--- src/rtl/riscv_pkg.sv ---
// Shared pipeline types and constants for the 32-bit core front end.
// Carries the fetch queue entry layout used by if_fetch_unit and if_fetch_queue.
package riscv_pkg;

  localparam int XLEN    = 32;
  localparam int INSTR_W = 32;

  localparam logic [XLEN-1:0]    PC_STEP   = 32'd4;
  localparam logic [INSTR_W-1:0] NOP_INSTR = 32'h0000_0013;

  typedef struct packed {
    logic [XLEN-1:0]    pc;
    logic [INSTR_W-1:0] instr;
  } fetch_entry_t;

  function automatic logic [XLEN-1:0] word_align(input logic [XLEN-1:0] addr);
    return {addr[XLEN-1:2], 2'b00};
  endfunction

endpackage

--- src/rtl/if_fetch_queue.sv ---
// In-order instruction queue between fetch and decode: synchronous FIFO of fetch_entry_t
// with a flush that empties it in one cycle. DEPTH must be a power of two, >= 2.
module if_fetch_queue
  import riscv_pkg::*;
#(
  parameter  int DEPTH = 2,
  localparam int PTR_W = $clog2(DEPTH),
  localparam int CNT_W = PTR_W + 1
) (
  input  logic               clk,
  input  logic               rst,
  input  logic               flush_i,
  input  logic               push_i,
  input  fetch_entry_t       push_data_i,
  input  logic               pop_i,
  output fetch_entry_t       head_o,
  output logic               full_o,
  output logic               empty_o,
  output logic [CNT_W-1:0]   count_o
);

  fetch_entry_t           mem_q [DEPTH];
  logic [PTR_W-1:0]       wr_ptr_q, rd_ptr_q;
  logic [CNT_W-1:0]       count_q;
  logic                   do_push, do_pop;

  assign full_o  = (count_q == CNT_W'(DEPTH));
  assign empty_o = (count_q == '0);
  assign count_o = count_q;
  assign head_o  = mem_q[rd_ptr_q];

  assign do_push = push_i && !full_o;
  assign do_pop  = pop_i && !empty_o;

  always_ff @(posedge clk or posedge rst) begin
    if (rst) begin
      wr_ptr_q <= '0;
      rd_ptr_q <= '0;
      count_q  <= '0;
    end else if (flush_i) begin
      wr_ptr_q <= '0;
      rd_ptr_q <= '0;
      count_q  <= '0;
    end else begin
      if (do_push) wr_ptr_q <= wr_ptr_q + PTR_W'(1);
      if (do_pop)  rd_ptr_q <= rd_ptr_q + PTR_W'(1);
      count_q <= count_q + CNT_W'(do_push) - CNT_W'(do_pop);
    end
  end

  // NOTE: storage is deliberately not reset; count_q alone says which slots hold live data.
  always_ff @(posedge clk) begin
    if (do_push && !flush_i) mem_q[wr_ptr_q] <= push_data_i;
  end

endmodule

--- src/rtl/if_fetch_unit.sv ---
// Instruction-fetch front end: owns the fetch PC, issues credit-limited word reads, drops
// wrong-path responses after a redirect and queues the rest for decode. FETCH_PERF_EN adds counters.
module if_fetch_unit
  import riscv_pkg::*;
#(
  parameter logic [XLEN-1:0] RESET_PC = 32'h0000_0000,
  parameter int              Q_DEPTH  = 2
) (
  input  logic               clk,
  input  logic               rst,
  output logic               imem_req_valid,
  input  logic               imem_req_ready,
  output logic [XLEN-1:0]    imem_addr,
  input  logic               imem_rsp_valid,
  input  logic [INSTR_W-1:0] imem_rsp_data,
  input  logic               redirect_valid,
  input  logic [XLEN-1:0]    redirect_pc,
  output logic               id_valid,
  input  logic               id_ready,
  output logic [INSTR_W-1:0] id_instr,
  output logic [XLEN-1:0]    id_pc
`ifdef FETCH_PERF_EN
  ,
  output logic [31:0]        perf_fetched,
  output logic [31:0]        perf_dropped
`endif
);

  localparam int CNT_W = $clog2(Q_DEPTH) + 1;

  logic [XLEN-1:0]  fetch_pc_q, fetch_pc_d;
  logic [XLEN-1:0]  exp_pc_q, exp_pc_d;
  logic [CNT_W-1:0] in_flight_q, in_flight_d;
  logic [CNT_W-1:0] drop_cnt_q, drop_cnt_d;

  logic [CNT_W-1:0] q_count;
  logic             q_full, q_empty;
  fetch_entry_t     q_head;

  logic credit_ok, req_fire, rsp_seen, rsp_keep, deq;

  // Queued entries plus outstanding reads may never exceed the queue size.
  assign credit_ok      = ({1'b0, q_count} + {1'b0, in_flight_q}) < (CNT_W+1)'(Q_DEPTH);
  assign imem_req_valid = !rst && !redirect_valid && credit_ok;
  assign req_fire       = imem_req_valid && imem_req_ready;
  assign rsp_seen       = imem_rsp_valid && (in_flight_q != '0);
  assign rsp_keep       = rsp_seen && (drop_cnt_q == '0) && !redirect_valid && !q_full;
  assign deq            = !q_empty && id_ready;

  // NOTE: always_comb uses blocking assignments with defaults first; state below uses <= only.
  always_comb begin
    fetch_pc_d  = fetch_pc_q;
    exp_pc_d    = exp_pc_q;
    drop_cnt_d  = drop_cnt_q;
    in_flight_d = in_flight_q + CNT_W'(req_fire) - CNT_W'(rsp_seen);
    if (redirect_valid) begin
      fetch_pc_d = word_align(redirect_pc);
      exp_pc_d   = word_align(redirect_pc);
      drop_cnt_d = in_flight_q - CNT_W'(rsp_seen);
    end else begin
      if (req_fire) fetch_pc_d = fetch_pc_q + PC_STEP;
      if (rsp_keep) exp_pc_d   = exp_pc_q + PC_STEP;
      if (rsp_seen && (drop_cnt_q != '0)) drop_cnt_d = drop_cnt_q - CNT_W'(1);
    end
  end

  // exp_pc_q is the PC of the oldest kept request: in-order returns make a FIFO of PCs redundant.
  always_ff @(posedge clk or posedge rst) begin
    if (rst) begin
      fetch_pc_q  <= RESET_PC;
      exp_pc_q    <= RESET_PC;
      in_flight_q <= '0;
      drop_cnt_q  <= '0;
    end else begin
      fetch_pc_q  <= fetch_pc_d;
      exp_pc_q    <= exp_pc_d;
      in_flight_q <= in_flight_d;
      drop_cnt_q  <= drop_cnt_d;
    end
  end

  if_fetch_queue #(.DEPTH(Q_DEPTH)) u_queue (
    .clk         (clk),
    .rst         (rst),
    .flush_i     (redirect_valid),
    .push_i      (rsp_keep),
    .push_data_i ('{pc: exp_pc_q, instr: imem_rsp_data}),
    .pop_i       (deq),
    .head_o      (q_head),
    .full_o      (q_full),
    .empty_o     (q_empty),
    .count_o     (q_count)
  );

  assign imem_addr = fetch_pc_q;
  assign id_valid  = !q_empty;
  assign id_instr  = q_empty ? '0 : q_head.instr;
  assign id_pc     = q_empty ? '0 : q_head.pc;

`ifdef FETCH_PERF_EN
  logic [31:0] perf_fetched_q, perf_dropped_q, dropped_inc;

  // A flush discards every queued entry except one that decode takes in the same cycle.
  always_comb begin
    dropped_inc = 32'(rsp_seen && !rsp_keep);
    if (redirect_valid) dropped_inc = dropped_inc + 32'(q_count) - 32'(deq);
  end

  always_ff @(posedge clk or posedge rst) begin
    if (rst) begin
      perf_fetched_q <= '0;
      perf_dropped_q <= '0;
    end else begin
      perf_fetched_q <= perf_fetched_q + 32'(rsp_keep);
      perf_dropped_q <= perf_dropped_q + dropped_inc;
    end
  end

  assign perf_fetched = perf_fetched_q;
  assign perf_dropped = perf_dropped_q;
`else
  // Counters absent in this build; fetch behaviour is unchanged.
`endif

endmodule

--- config.mk ---
export PLATFORM = sky130hd
export DESIGN_NAME = if_fetch_unit
export DESIGN_NICKNAME = d
export VERILOG_FILES = /design/src/rtl/riscv_pkg.sv /design/src/rtl/if_fetch_queue.sv /design/src/rtl/if_fetch_unit.sv
export SDC_FILE = /design/constraint.sdc
export NUM_CORES = 1
export LEC_CHECK = 0
export BUFFER_PORTS_ARGS = -buffer_cell sky130_fd_sc_hd__buf_2
export CAP_MARGIN = 5
export CORE_MARGIN = 3
export CORE_UTILIZATION = 50
export CTS_BUF_LIST = sky130_fd_sc_hd__clkbuf_16
export DETAILED_ROUTE_END_ITERATION = 8
export PLACE_DENSITY = 0.74
export SYNTH_ARGS = -nofsm -noshare
export SYNTH_HDL_FRONTEND = slang
export SYNTH_HIERARCHICAL = 1
export SYNTH_SLANG_ARGS = --single-unit
--- constraint.sdc ---
create_clock -name clk -period 18.5 [get_ports clk]
set_input_delay 0 -clock clk [delete_from_list [all_inputs] [get_ports clk]]
set_output_delay 0 -clock clk [all_outputs]
set_load 0.01 [all_outputs]
; Yosys cells after proc, flatten, opt, wreduce, memory -nomap -nowiden
; Memories as Yosys holds them, arrays and structs flattened.
; Cells that the tools add are included.
[totals]
reg_bits = 72
mem_bits_rw = 128
elab_cells = 61
n_memories = 1
[op_classes]
add_sub_neg = 11
n_lt_le_gt_ge = 1
n_eq_ne = 1
mux = 15
reduce_logical = 25
[memory_table]
columns = memory, depth, width, rd, rd_clocked_by_memory_dff, wr, line_no
row1 = u_queue.mem_q, 2, 64, 1, 0, 1, if_fetch_queue.sv:22  ; fetch_entry_t mem_q [DEPTH];
[ops]
columns = operator, count
row1 = 32-bit two-way mux, 6
row2 = "32-bit by 3-bit adder with 32-bit output, second input constant", 2
row3 = 2-bit nonzero test, 7
row4 = 1-bit logical AND, 12
row5 = 1-bit two-way mux, 6
row6 = 2-bit two-way mux, 3
row7 = 2-bit by 1-bit subtractor with 2-bit output, 3
row8 = 2-bit by 1-bit adder with 2-bit output, 2
row9 = 1-bit zero test, 4
row10 = 2-bit zero test, 2
row11 = 2-bit by 2-bit adder with 3-bit output, 1
row12 = "3-bit by 2-bit < comparator with 1-bit output, second input constant", 1
row13 = "1-bit adder, second input constant", 2
row14 = "2-bit == test, second input constant", 1
row15 = "2-bit by 1-bit subtractor with 2-bit output, second input constant", 1

; Longest topological paths before layout
[logic_depth]
ltp_word = 9
mapped_depth = 12
mapped_depth_nobuf = 12

; Modules after synthesis
; The synthesis kept the hierarchy.
[modules_own_cells]
columns = mod, n_inst, cells_per_inst, area_each_um2, seq_area_each_um2
row1 = if_fetch_queue, 1, 223, 5077.4, 3943.8
row2 = if_fetch_unit, 1, 505, 4221.5, 1601.5

; Worst setup path after synthesis
; No wires, ideal clock.
[synth_path]
path_kind = reg2reg
startpoint = reg drop_cnt_q[0]
endpoint = mem u_queue/mem_q[1][0] in the netlist's numbering, enable pin
setup_ns = 0.579
arrival_time_ns = 5.784
setup_slack_ns = 12.137
path_stages_with_launch = 8
path_buffers = 0
path_cell_list = dfrtp_1 > inv_1 > ha_1 > nor2b_1 > nand2_1 > nor2_1 > nand2b_4 > nor3b_1
[synth_between]
elab_chain_len = 8
[synth_lines]
columns = item, line_no
row1 = from (decl), if_fetch_unit.sv:34  ; logic [CNT_W-1:0] drop_cnt_q, drop_cnt_d;
row2 = from (signal assigned), if_fetch_unit.sv:78  ; drop_cnt_q <= drop_cnt_d;
row3 = 2-bit zero test, if_fetch_unit.sv:47  ; assign rsp_keep = rsp_seen && (drop_cnt_q == '0) && !redirect_valid && !q_full;
row4 = 1-bit logical AND (3 in a row), if_fetch_unit.sv:47
row5 = net rsp_keep, if_fetch_unit.sv:40  ; logic credit_ok, req_fire, rsp_seen, rsp_keep, deq;
row6 = 1-bit logical AND, if_fetch_queue.sv:32  ; assign do_push = push_i && !full_o;
row7 = 1-bit logical AND, if_fetch_queue.sv:53  ; if (do_push && !flush_i) mem_q[wr_ptr_q] <= push_data_i;
row8 = 1-bit two-way mux, if_fetch_queue.sv:53
row9 = 1-bit two-way mux (implied by the code), if_fetch_queue.sv:53
row10 = to (decl), if_fetch_queue.sv:22
; The timed path passes the listed nets, and every way through them passes these cells.

; Final worst setup path
[layout_path]
startpoint = reg u_queue.count_q[0] (netlist: u_queue/count_o[0])
endpoint = reg in_flight_q[1]
[layout_between]
elab_chain_len = 6
[layout_lines]
columns = item, line_no
row1 = from (decl), if_fetch_queue.sv:24  ; logic [CNT_W-1:0] count_q;
row2 = from (signal assigned), if_fetch_queue.sv:47  ; count_q <= count_q + CNT_W'(do_push) - CNT_W'(do_pop);
row3 = 2-bit by 2-bit adder with 3-bit output, if_fetch_unit.sv:43  ; assign credit_ok = ({1'b0, q_count} + {1'b0, in_flight_q}) < (CNT_W+1)'(Q_DEPTH);
row4 = 3-bit by 2-bit < comparator with 1-bit output, if_fetch_unit.sv:43
row5 = 1-bit logical AND, if_fetch_unit.sv:44  ; assign imem_req_valid = !rst && !redirect_valid && credit_ok;
row6 = 1-bit logical AND, if_fetch_unit.sv:45  ; assign req_fire = imem_req_valid && imem_req_ready;
row7 = 2-bit by 1-bit adder with 2-bit output, if_fetch_unit.sv:55  ; in_flight_d = in_flight_q + CNT_W'(req_fire) - CNT_W'(rsp_seen);
row8 = 2-bit by 1-bit subtractor with 2-bit output, if_fetch_unit.sv:55
row9 = net in_flight_d[1], if_fetch_unit.sv:33  ; logic [CNT_W-1:0] in_flight_q, in_flight_d;
row10 = to (signal assigned), if_fetch_unit.sv:77  ; in_flight_q <= in_flight_d;
row11 = to (decl), if_fetch_unit.sv:33
; The timed path passes the listed nets, and every way through them passes these cells.
; A chain may end at the register's enable or synchronous reset.

==> summary.md <==
| Metric | Value |
|---|---|
| Status | `completed` |
| DP HPWL | `13600 µm` |
| Peak supply drop | `0.07557 mV` |
| Mapped Avg Cell Area | `12.77 µm²` |
| EDFF count, synth | `128` |
| Core area | `0.01809 mm²` |
| Via count | `6462` |
| P_leak | `4.595 nW` |
| Slew headroom | `22.70%` |
| Rows | `49` |
| Die Area | `0.02027 mm²` |
| Total power | `1.039 mW` |
| Crit Path Category | `reg2reg` |
| Yosys Warn Count | `6` |
| Mapped Cells | `728` |
| # clock sinks | `196` |
| Post-synthesis cell area | `0.009299 mm²` |
| Reg clk slew, reported paths | `0.07 ns` |
| WL/cell | `17.29 µm` |
| Final setup vio count | `0` |
| Via-per-instance ratio | `5.412` |
| Worst Path Arrival | `5.07 ns` |
| Slew Limit Fails | `0` |
| Fin crit period | `4.714 ns` |
| Slowest stage delay, CP | `0.90 ns` |
| Layout Skew | `0.01118 ns` |
| Worst path cell trace | `and2_1 -> fa_1 -> nor4_1 -> and2_1 -> clkinv_1 -> ha_1 -> inv_1 -> ha_1 -> xnor2_1 -> xnor2_1` |
| Grt total ovfl | `0` |
| Area of all placed cells without fillers | `0.01150 mm²` |
| Fmax | `212.1 MHz` |
| Share of cells above drive strength 1 | `28.84%` |
| Num CTS Buffers | `17` |
| Ys async rst share | `34.69%` |
| Setup TNS Final | `0 ns` |
| Post_cts resized | `0` |
| Iter 0 DRT Violations | `433` |
| R2R setup slack | `13.79 ns` |
| Switching part of the total | `26.31%` |
| Worst Hold Class | `in2async` |
| Largest delay share family, worst path | `simple AND/OR/NAND/NOR gates` |
| Root Driver | `clkbuf_16` |
| Total global-route track usage | `20.57%` |
| Slowest-stage cell, CP | `clkinv_1` |
| IO Port Bufs | `163` |
| P per Cell Area | `90.42 mW/mm²` |
| Area Growth Syn to Fin | `23.63%` |
| Dpl ws | `13.94 ns` |
| Initial cell density of the core | `51.41%` |
| Pint | `766.0 µW` |
| Worst slew pin tran | `1.149 ns` |
| DRC | `0` |
| Number of max-cap violations | `0` |
| Clock tree buffer depth | `2` |
| Clock network fraction of design power | `33.5%` |
| H-Tree Depth | `4` |
| Distinct cells, synth | `57` |
| Sw power | `273.5 µW` |
| IO Pins | `168` |
| Final ANT Viol Nets | `0` |
| Final WS setup | `13.79 ns` |
| Non-Filler Instances | `1194` |
| Critical Path Sink Type | `flip-flop` |
| Vias in the first global route | `6379` |
| Tcrit/Tclk final | `25.48%` |
| Unrepaired setup endpoints after global routing | `false` |
| WP buf/inv | `2` |
| Initial antenna violation count | `1` |
| Critical path fanouts, max | `26` |
| Clock Latency Late Sink | `0.43 ns` |
| GPL Wtd Cong | `0.9104` |
| Crit start category | `flip-flop` |
| 1st-pass router iterations | `5` |
| Post-Route WL | `20640 µm` |
| Final Hold Viols | `0` |
| CTS tree | `done` |
| Post-synthesis sequential area ratio | `59.63%` |
| Critical Path RT | `18.85 ns` |
| Seq pwr share | `51.0%` |
| Commonest register cell after synthesis | `edfxtp_1` |
| Placed cell count | `1098` |
| First-pass GRT wire length | `32660 µm` |
| Die Height | `142.4 µm` |
| DP Area | `0.01031 mm²` |
| Nets | `1030` |
| Die Span X | `142.4 µm` |
| Pin count of the biggest net entering global routing | `76` |
| Gate power share | `15.5%` |
| Synthesized flop and latch total | `196` |
power groups by stage:
stage          sequential (mW)  combinational, mW  clock [mW]
2_1_floorplan            0.534             0.0949           0
3_3_place_gp             0.537              0.145           0
3_5_place_dp             0.538              0.150           0
4_1_cts                  0.530              0.161       0.356
5_1_grt                  0.535              0.179       0.373
6_report                 0.530              0.161       0.348
stage by stage:
| stage | utilization [%] | hold WS, ns |
|---|---|---|
| floorplan | - | -0.2339 |
| global placement | 56.99 | -0.05430 |
| detailed placement | 56.99 | -0.04959 |
| CTS | 63.55 | 0.04012 |
| global route | 63.56 | 0.07455 |
| finish | 63.56 | 0.04697 |
repair_timing:
item                                    in CTS  in global routing
hold buffers                                63                  0
endpoints found under the hold margin      192                  0
setup buffers                                0                  0
endpoints found under the setup margin       0                  0
flip-flops by register name (all words and copies together) (netlist names):
name              cells
u_queue/rd_ptr_q      1
u_queue/wr_ptr_q      1
imem_addr            30
exp_pc_q             30
drop_cnt_q            2
u_queue/count_o       2
in_flight_q           2
u_queue/mem_q       128
path summary, 6_finish.rpt:
kind / start / endpoint / cells past startpoint
hold reg to reg: exp_pc_q[29] / u_queue/mem_q[0][61] / 0
max in group asynchronous: rst / exp_pc_q[27] / 4
setup reg to reg: u_queue/count_o[0] / in_flight_q[1] / 10
setup / recovery: u_queue/count_o[0] / in_flight_q[1] / 10
hold / removal: rst / u_queue/wr_ptr_q / 3
min in group clk: id_ready / u_queue/rd_ptr_q / 5
Yosys cell counts (6+ instances only):
cell      count  area (µm²)
a31oi_1       6       37.54
and2_1       10       62.56
and3_1        8       50.05
and4_1        6       52.55
buf_6         7       78.83
clkbuf_1     23       86.33
dfrtp_1      68        1702
edfxtp_1    128        3844
ha_1          8       100.1
inv_1        19       71.32
mux2_2       15       168.9
mux2_4       51       765.7
nand2_1      63       236.5
nand3_1      33       165.2
nand4_1      18       112.6
nor2_1       25       93.84
nor2b_1      68       425.4
nor3_1       13       65.06
nor4_1        6       37.54
o211ai_1     14       105.1
o21ai_0      41       205.2
o21ai_1       6       30.03
o311ai_0      9       78.83
xnor2_1      24       210.2
xor2_1       11       96.34
per-layer routing:
layer  up-vias  global-route usage (%)  wire (µm)
met3        21                   3.999       1426
met1      3074                   29.21       9553
met5         -                       0          0
met2       263                   32.47       9408
met4         0                   6.203        255
li1       3104                       -          -
final cells by class:
class	count	area [µm²]
Antenna cell	1	2.502
Inverter	20	75.07
Timing Repair Buffer	234	1506
Multi-Input combinational cell	482	3521
Sequential cell	196	5549
Tap cell	229	286.5
Clock buffer	17	425.4
Fill cell	1371	6590
Clock inverter	15	130.1
cells in the final DEF (no fill, tap or decap), drive strengths merged, types with 13 or more instances in the layout:
cell	count
mux2	66
nand2	63
edfxtp	128
xnor2	24
buf	171
nand3	33
nor3	13
inv	24
o211ai	14
dfrtp	68
dlygate4sd3	63
o21ai	47
clkbuf	17
nor2b	69
nand4	19
nor2	25
cell families after synthesis:
group           Yosys count  share of synthesized area, %
mux                      67                         10.16
compound gates           91                         6.149
xor+xnor                 35                         3.297
other cells               1                       0.04033
simple gates            274                         16.54
buf+inv                  55                         2.893
fa+ha+maj                 9                         1.292
flops                   196                         59.63
worst register-to-register path: stages (launching register included):
cell	delay, ns
dfrtp_1	0.48
and2_1	0.22
fa_1	0.43
nor4_1	0.70
and2_1	0.78
clkinv_1	0.90
ha_1	0.59
inv_1	0.04
ha_1	0.18
xnor2_1	0.18
xnor2_1	0.14
(Power assumes the default switching activity.)
